[config.mk]
export PLATFORM = sky130hd
export DESIGN_NAME = regfile_writeback
export DESIGN_NICKNAME = d
export VERILOG_FILES = /design/src/rtl/eka_pkg.sv /design/src/rtl/regfile_scoreboard.sv /design/src/rtl/regfile_writeback.sv
export SDC_FILE = /design/constraint.sdc
export NUM_CORES = 1
export LEC_CHECK = 0
export ABC_AREA = 1
export CAP_MARGIN = 20
export CORE_MARGIN = 1
export CORE_UTILIZATION = 48
export DETAILED_ROUTE_END_ITERATION = 10
export DONT_BUFFER_PORTS = 1
export PLACE_DENSITY_LB_ADDON = 0.2
export SKIP_CTS_REPAIR_TIMING = 1
export SLEW_MARGIN = 10
export SYNTH_ARGS = -nofsm -noshare
export SYNTH_HDL_FRONTEND = slang
export SYNTH_SLANG_ARGS = --single-unit
[constraint.sdc]
create_clock -name clk -period 1.9 [get_ports clk]
set_input_delay 0.285 -clock clk [delete_from_list [all_inputs] [get_ports clk]]
set_output_delay 0.285 -clock clk [all_outputs]
set_load 0.05 [all_outputs]
[src/rtl/eka_pkg.sv]
// Shared types and sizes for the Eka register file and its write-back logic.
package eka_pkg;

  localparam int XLEN       = 32;
  localparam int REG_ADDR_W = 5;
  localparam int NUM_REGS   = 2 ** REG_ADDR_W;

  typedef logic [REG_ADDR_W-1:0] reg_idx_t;
  typedef logic [XLEN-1:0]       xword_t;
  typedef logic [NUM_REGS-1:0]   busy_t;

  // One-hot mask selecting register idx; x0 never gets a bit.
  function automatic busy_t reg_mask(input reg_idx_t idx);
    busy_t mask;
    mask    = busy_t'(1) << idx;
    mask[0] = 1'b0;
    return mask;
  endfunction

endpackage

[src/rtl/regfile_scoreboard.sv]
// Per-register busy scoreboard: issue sets, write-back clears, a same-edge
// set wins over a clear, and a write to a register nobody is waiting on
// raises a sticky error flag.
module regfile_scoreboard
  import eka_pkg::*;
(
  input  logic     clk,
  input  logic     reset_n,
  input  logic     i_set_valid,
  input  reg_idx_t i_set_rd,
  input  logic     i_clr_valid,
  input  reg_idx_t i_clr_rd,
  output busy_t    o_busy,
  output logic     o_err_unexp
);

  busy_t r_busy;
  logic  r_err_unexp;
  busy_t w_set_mask;
  busy_t w_clr_mask;
  busy_t w_busy_next;
  logic  w_unexp;

  // Next busy vector: clear first, then OR in the set so a new issue owns rd.
  always_comb begin
    // NOTE: every always_comb output gets a default first so no path leaves it unassigned and infers a latch.
    w_set_mask  = '0;
    w_clr_mask  = '0;
    w_unexp     = 1'b0;
    if (i_set_valid) w_set_mask = reg_mask(i_set_rd);
    if (i_clr_valid) begin
      w_clr_mask = reg_mask(i_clr_rd);
      w_unexp    = (i_clr_rd != '0) && !r_busy[i_clr_rd];
    end
    w_busy_next = (r_busy & ~w_clr_mask) | w_set_mask;
  end

  // Scoreboard and sticky error state.
  always_ff @(posedge clk or negedge reset_n) begin
    if (!reset_n) begin
      r_busy      <= '0;
      r_err_unexp <= 1'b0;
    end else begin
      // NOTE: sequential state uses non-blocking assignments so every flop samples pre-edge values.
      r_busy <= w_busy_next;
      if (w_unexp) r_err_unexp <= 1'b1;
    end
  end

  assign o_busy      = r_busy;
  assign o_err_unexp = r_err_unexp;

endmodule

[src/rtl/regfile_writeback.sv]
// Write side of the Eka register file: LSU-over-ALU arbitration, a single
// registered write stage driving the regfile write port, busy scoreboard,
// and the forwarding/hazard view decode uses for its two source operands.
module regfile_writeback
  import eka_pkg::*;
(
  input  logic     clk,
  input  logic     reset_n,
  input  logic     issue_valid,
  input  reg_idx_t issue_rd,
  input  logic     alu_valid,
  output logic     alu_ready,
  input  reg_idx_t alu_rd,
  input  xword_t   alu_data,
  input  logic     lsu_valid,
  input  reg_idx_t lsu_rd,
  input  xword_t   lsu_data,
  output logic     rf_we,
  output reg_idx_t rf_waddr,
  output xword_t   rf_wdata,
  input  reg_idx_t rs1,
  input  reg_idx_t rs2,
  output logic     fwd_hit1,
  output logic     fwd_hit2,
  output xword_t   fwd_data1,
  output xword_t   fwd_data2,
  output logic     hazard1,
  output logic     hazard2,
  output busy_t    busy,
  output logic     idle,
  output logic     err_unexp
);

  logic     w_acc_valid;
  reg_idx_t w_acc_rd;
  xword_t   w_acc_data;
  logic     r_we;
  reg_idx_t r_waddr;
  xword_t   r_wdata;
  busy_t    w_busy;

  // Fixed priority: loads cannot be back-pressured, so the ALU waits.
  always_comb begin
    w_acc_valid = lsu_valid || alu_valid;
    w_acc_rd    = alu_rd;
    w_acc_data  = alu_data;
    if (lsu_valid) begin
      w_acc_rd   = lsu_rd;
      w_acc_data = lsu_data;
    end
  end

  assign alu_ready = !lsu_valid;

  // Write stage: a result to x0 is consumed without touching the port.
  always_ff @(posedge clk or negedge reset_n) begin
    if (!reset_n) begin
      r_we    <= 1'b0;
      r_waddr <= '0;
      r_wdata <= '0;
    end else if (w_acc_valid && (w_acc_rd != '0)) begin
      r_we    <= 1'b1;
      r_waddr <= w_acc_rd;
      r_wdata <= w_acc_data;
    end else begin
      r_we    <= 1'b0;
    end
  end

  regfile_scoreboard u_scoreboard (
    .clk         (clk),
    .reset_n     (reset_n),
    .i_set_valid (issue_valid),
    .i_set_rd    (issue_rd),
    .i_clr_valid (w_acc_valid),
    .i_clr_rd    (w_acc_rd),
    .o_busy      (w_busy),
    .o_err_unexp (err_unexp)
  );

  // Forwarding covers the cycle where busy has cleared but the regfile has not committed.
  always_comb begin
    fwd_hit1  = r_we && (r_waddr == rs1) && (rs1 != '0);
    fwd_hit2  = r_we && (r_waddr == rs2) && (rs2 != '0);
    fwd_data1 = fwd_hit1 ? r_wdata : '0;
    fwd_data2 = fwd_hit2 ? r_wdata : '0;
    hazard1   = w_busy[rs1] && !fwd_hit1;
    hazard2   = w_busy[rs2] && !fwd_hit2;
  end

  assign rf_we    = r_we;
  assign rf_waddr = r_waddr;
  assign rf_wdata = r_wdata;
  assign busy     = w_busy;
  assign idle     = (w_busy == '0) && !r_we;

endmodule

* After elaboration in Yosys (flattened, before gate mapping)
Index checks and enable logic that the tools add are counted.
Storage, ports and cells: register bits 71, bits of input ports 94, output and inout bits 141, word-level logic and storage cells 48
Operators by class: magnitude comparators 3, equal/unequal tests 2, shifts and indexed selects 2, muxes and demuxes 14, bitwise logic cells 3, reductions and logical operators 19
Operators by type and width (number):
- 2-to-1 mux 32 bit | 5
- left shift 1 x 5 -> 32 bit, first input constant | 2
- AND 32 bit | 1
- zero test 32 bit | 1
- NOT 32 bit | 1
- OR 32 bit | 1
- < comparator 5 x 6 -> 1 bit, second input constant | 3
- binary-select mux 1 bit (select 5 bit) | 3
- nonzero test 5 bit | 3
- equality test 5 bit | 2
- logical AND 1 bit | 9
- zero test 1 bit | 5
- 2-to-1 mux 1 bit | 5
- 2-to-1 mux 5 bit | 1
- logical OR 1 bit | 1

* Depth between registers and ports, before layout
depth in word-level cells 6, mapped depth 14, mapped depth without buffers 12

* Modules after synthesis
From an unflattened synthesis, not the netlist that was laid out.
Unflattened totals: cells, all modules 790, area total of the unflattened synthesis 4885.9 µm²
Modules (own cells, without submodules):
- regfile_writeback | instances 1, cells an instance 543, area each 3066.7 µm², sequential area each 950.9 µm²
- regfile_scoreboard | instances 1, cells an instance 247, area each 1819.2 µm², sequential area each 800.8 µm²

* Worst setup path before layout
Ideal clock, no wire load.
kind flip-flop to output port, start register r_waddr[0], in the netlist rf_waddr[0], end output fwd_data1[22], arrival 2.276 ns, data required time 1.615 ns, path slack -0.661 ns, cell stages (with the launch flop) 8, path buffers 2, cells stage by stage dfrtp_1 o21ai_0 a21oi_1 nand4_1 or2_2 clkbuf_1 buf_2 nor2_1
On the way: cells in the longest elaborated chain, start to end 4
RTL lines:
- start, declared | RTL line regfile_writeback.sv:38 | reg_idx_t r_waddr;
- start signal, assigned | RTL line regfile_writeback.sv:63 | r_waddr <= w_acc_rd;
- equality test 5 bit | RTL line regfile_writeback.sv:83 | fwd_hit1 = r_we && (r_waddr == rs1) && (rs1 != '0);
- logical AND 1 bit (2 in series) | RTL line regfile_writeback.sv:83
- 2-to-1 mux 32 bit | RTL line regfile_writeback.sv:85 | fwd_data1 = fwd_hit1 ? r_wdata : '0;
- end, declared | RTL line regfile_writeback.sv:25 | output xword_t fwd_data1,
Every way passes these cells.

* Worst setup path in the final report
start register r_waddr[2], in the netlist rf_waddr[2], end output fwd_data1[0]
Same word-level chain as after synthesis.

==> results.env <==
RUN_STATUS='complete, but fails checks'
FAILING_CHECKS='setup timing'
DRC=0
TIMING.MAX_CAP.VIOLATIONS=0
WORST_EP_ARRIVAL_TIME_NS=2.01
SYNTH_SEQ_CELLS=70
FMAXACHIEVABLE_MHz=435.5
WORST_PATH_DOMINANT_CELL_FAMILY='simple AND/OR/NAND/NOR gates'
DETAIL_ROUTE.FIRST_PASS.ITERATIONS=5
POWER.STATIC_LEAKAGE_nW=3.367
CP-START-KIND='flip-flop'
TNS_NS=-23.14
SETUP.WORST_PATH.CLASS='flip-flop to primary output'
DETAIL-ROUTE-ANTENNA-NETS=0
YS_ASYNC_SR_FRACTION=1.000
TIMING_HOLD_VIOLATIONS_FINAL=0
SYNTH-MAIN-FF-CELL='dfrtp_1'
VIA_DENSITY_PER_INSTANCE=5.991
LAYOUT_SETUP_WS_NS=-0.3961
GRT_START_MAX_NET_PINS=71
SYNTH.AVG_CELL_AREA_UM2=6.516
CORE_UM2=9774
INITIALDRTVIOLATIONCOUNT=451
MIN-DELAY-PATH-CLASS='input port to flip-flop'
IO_BUFFER_COUNT=0
CRITPATHSLOWESTCELL='dfrtp_2'
WORSTSKEWPAIRLATENCY_NS=0.37
CRIT_PATH_FREQUENT_CELL='buf_12'
WORST-PATH-MAX-FANOUT=9
FP.DIEW_UM=102.6
SYNTH_EDF_COUNT=0
NETLIST_TOP_CELLS_AREA='dfrtp_1 36%, nand2_1 15%, o21ai_0 9.3%'
GRT_ANTENNA_BEFORE_REPAIR=0
SYNTH_SEQ_AREA_SHARE=0.3608
GRT_PASS1_VIAS=5562
PATH_CELLS='inv_2, o22ai_2, a21oi_2, nand4_1, or2_4, buf_12, nor2_4, buf_12'
SHARE_OF_POST_ROUTE_CELLS_WITH_DRIVE_STRENGTH_ABOVE_1=0.3337
FLOORPLAN.DIE_AREA_UM2=10520
FINAL.PERIOD_UTILIZATION=1.208
YOSYSUNIQUECELLTYPES=34
SYN-NUM-NETS=839
SYNTH.TOP_CELLS.BY_COUNT='191 x nand2_1, 114 x nor2_1, 90 x o21ai_0, 74 x inv_1, 70 x dfrtp_1'
MULTI_INPUT_AREA_UM2=3117
TRITONCTS='done'
NFILLCELLS=680
DIE_HEIGHT_UM=102.6
WORST_PATH_LARGEST_CELL_DELAY_NS=0.44
YS_WARN_COUNT=0
GLOBALROUTETOTALUTIL=0.3921
TIGHTEST_SLEW_MARGIN_RELATIVE_TO_THE_LIMIT=0.5984
DP_HPWL_UM=15880
NUM_ANTENNA_CELLS=0
IR_DROP_WORST_CASE_VDD_uV=730.0
TIMING.CLOCK.SKEW_NS=0.01059
YOSYSTOPAREACELLSHARE=0.3608
CORE.ROWCOUNT=36
TRITONCTS_NUM_SINKS=70
TIMING.FINAL.CRIT_PERIOD_NS=2.296
CTS_MAX_PATH_BUFFERS=2
CELL_WITH_THE_MOST_INSTANCES_AFTER_SYNTHESIS='nand2_1'
SLEW_VIOL_FINAL=0
HTREEDEPTH=3
SYNTH_AREA_UM2=4855
NUMBER_OF_BUFFERS_CREATED_BY_CTS=9
POWER_DENSITY_OVER_THE_CELLS_nW_PER_UM2=876.9
SYNTH.LARGEST_AREA_CELL='dfrtp_1'
PLACE_WS_NS=0.02300
POST_SYNTH_INST_COUNT=745
WL_UM=21200
SYN2LAYOUT_AREA_GROWTH_PCT=57.99
RSZ0062_AT_GRT='yes'
FINISH.NET_COUNT=958
WORST_PIN_SLEW_NS=0.6023
OVERFLOW=0
CRIT_BUF_INV=3
WORSTSETUPENDPOINTTYPE='primary output'
DESIGN.PORTCOUNT=235
PLACE.GP.CONGESTION=1.007
REQ_TIME_CRIT_PATH_NS=1.62
CLKSLEWWORSTSETUPHOLDPATHS_NS=0.08
ROUTE.DETAILED.WL_PER_INST_UM=21.16
FINAL_CORE_UTILIZATION=0.7847
SETUP_VIOL=69
SEQCELLAREA_UM2=1767
NUMBER_OF_VIAS_AFTER_DETAILED_ROUTING=6003
ROOT_BUFFER='clkbuf_8'
GRT_PASS1_WL_UM=30480
STARTING_DENSITY_OF_THE_CORE=0.4967
==> layout by cell type, fill, tap and decap left out, types with 6 or more instances in the layout <==
cell type | netlist | routed
a21oi_1 | 28 | 26
a31oi_1 | 29 | 29
buf_12 | 0 | 70
buf_4 | 1 | 75
clkbuf_8 | 0 | 10
dfrtp_1 | 70 | 58
dfrtp_2 | 0 | 12
inv_1 | 74 | 67
inv_2 | 2 | 7
nand2_1 | 191 | 187
nand2_2 | 8 | 12
nand3_1 | 35 | 35
nand4_1 | 13 | 13
nor2_1 | 114 | 48
nor2_4 | 0 | 66
nor3_1 | 7 | 6
o21ai_0 | 90 | 85
o21ai_2 | 6 | 6
==> registers in the layout (all words and copies together), names as in the netlist <==
signal	flops
rf_wdata	32
u_scoreboard.o_busy	31
u_scoreboard.o_err_unexp	1
rf_we	1
rf_waddr	5
==> worst register-to-register path: stages, from the launching register on <==
cell and delay (ns):
dfrtp_1 0.48, buf_4 0.28, nand3_1 0.10, nand2_1 0.07, nand2_1 0.05, nand3_1 0.08
nand3_1 0.08, nand2_1 0.07, nand2_1 0.05, nand3_1 0.07, nand2_1 0.05
==> logic make-up after synthesis <==
logic type	share of synthesized area
and+or+nand+nor	0.3242
AOI/OAI and AO/OA	0.1954
buffers and inverters	0.1152
DFF	0.3608
xor gates and xnor gates	0.003609
other	0.0007725
==> where the power goes <==
group | switching [mW] | leakage (nW) | internal [mW]
clock | 0.649 | 0.0987 | 0.648
sequential | 0.679 | 0.825 | 1.76
combinational | 2.05 | 2.44 | 0.934
==> stage by stage <==
stage	cell area, um2	hold slack, ns	total power [mW]	cells
finish	7670	0.06274	6.726	1002
global route	7670	0.06227	6.976	1002
CTS	7398	-0.4058	6.488	988
detailed placement	7189	-0.008787	5.206	972
global placement	7189	-0.008622	5.148	972
floorplan	5450	-0.01059	4.223	745
==> metal layers <==
layer,track usage,up-vias,part of all wire
met5,0,-,0
met2,0.6400,444,0.49
met1,0.4564,2798,0.35
li1,-,2669,-
met3,0.1234,92,0.11
met4,0.2231,0,0.052
==> path summary, 6_finish.rpt <==
check | from | to | slack [ns] | depth (start not counted)
setup / recovery | rf_waddr[2] | fwd_data1[0] | -0.40 | 8
max in group asynchronous | reset_n | u_scoreboard.o_busy[28] | 1.11 | 2
min in group asynchronous | reset_n | rf_waddr[3] | 0.45 | 2
hold / removal | lsu_data[29] | rf_wdata[29] | 0.06 | 2
setup reg to reg | u_scoreboard.o_busy[18] | u_scoreboard.o_err_unexp | 0.41 | 10
hold reg to reg | rf_waddr[2] | rf_waddr[2] | 0.61 | 2
==> layout make-up <==
| cell class | instances | area share |
|---|---|---|
| well taps | 133 | 0.02170 |
| flip-flops and latches | 70 | 0.2303 |
| repair buffers | 153 | 0.2749 |
| clock inverters | 6 | 0.009299 |
| clock buffers | 10 | 0.01794 |
| multi-input cells | 552 | 0.4064 |
| inverters | 78 | 0.03948 |
No activity file was read; power rests on OpenSTA's default activity.
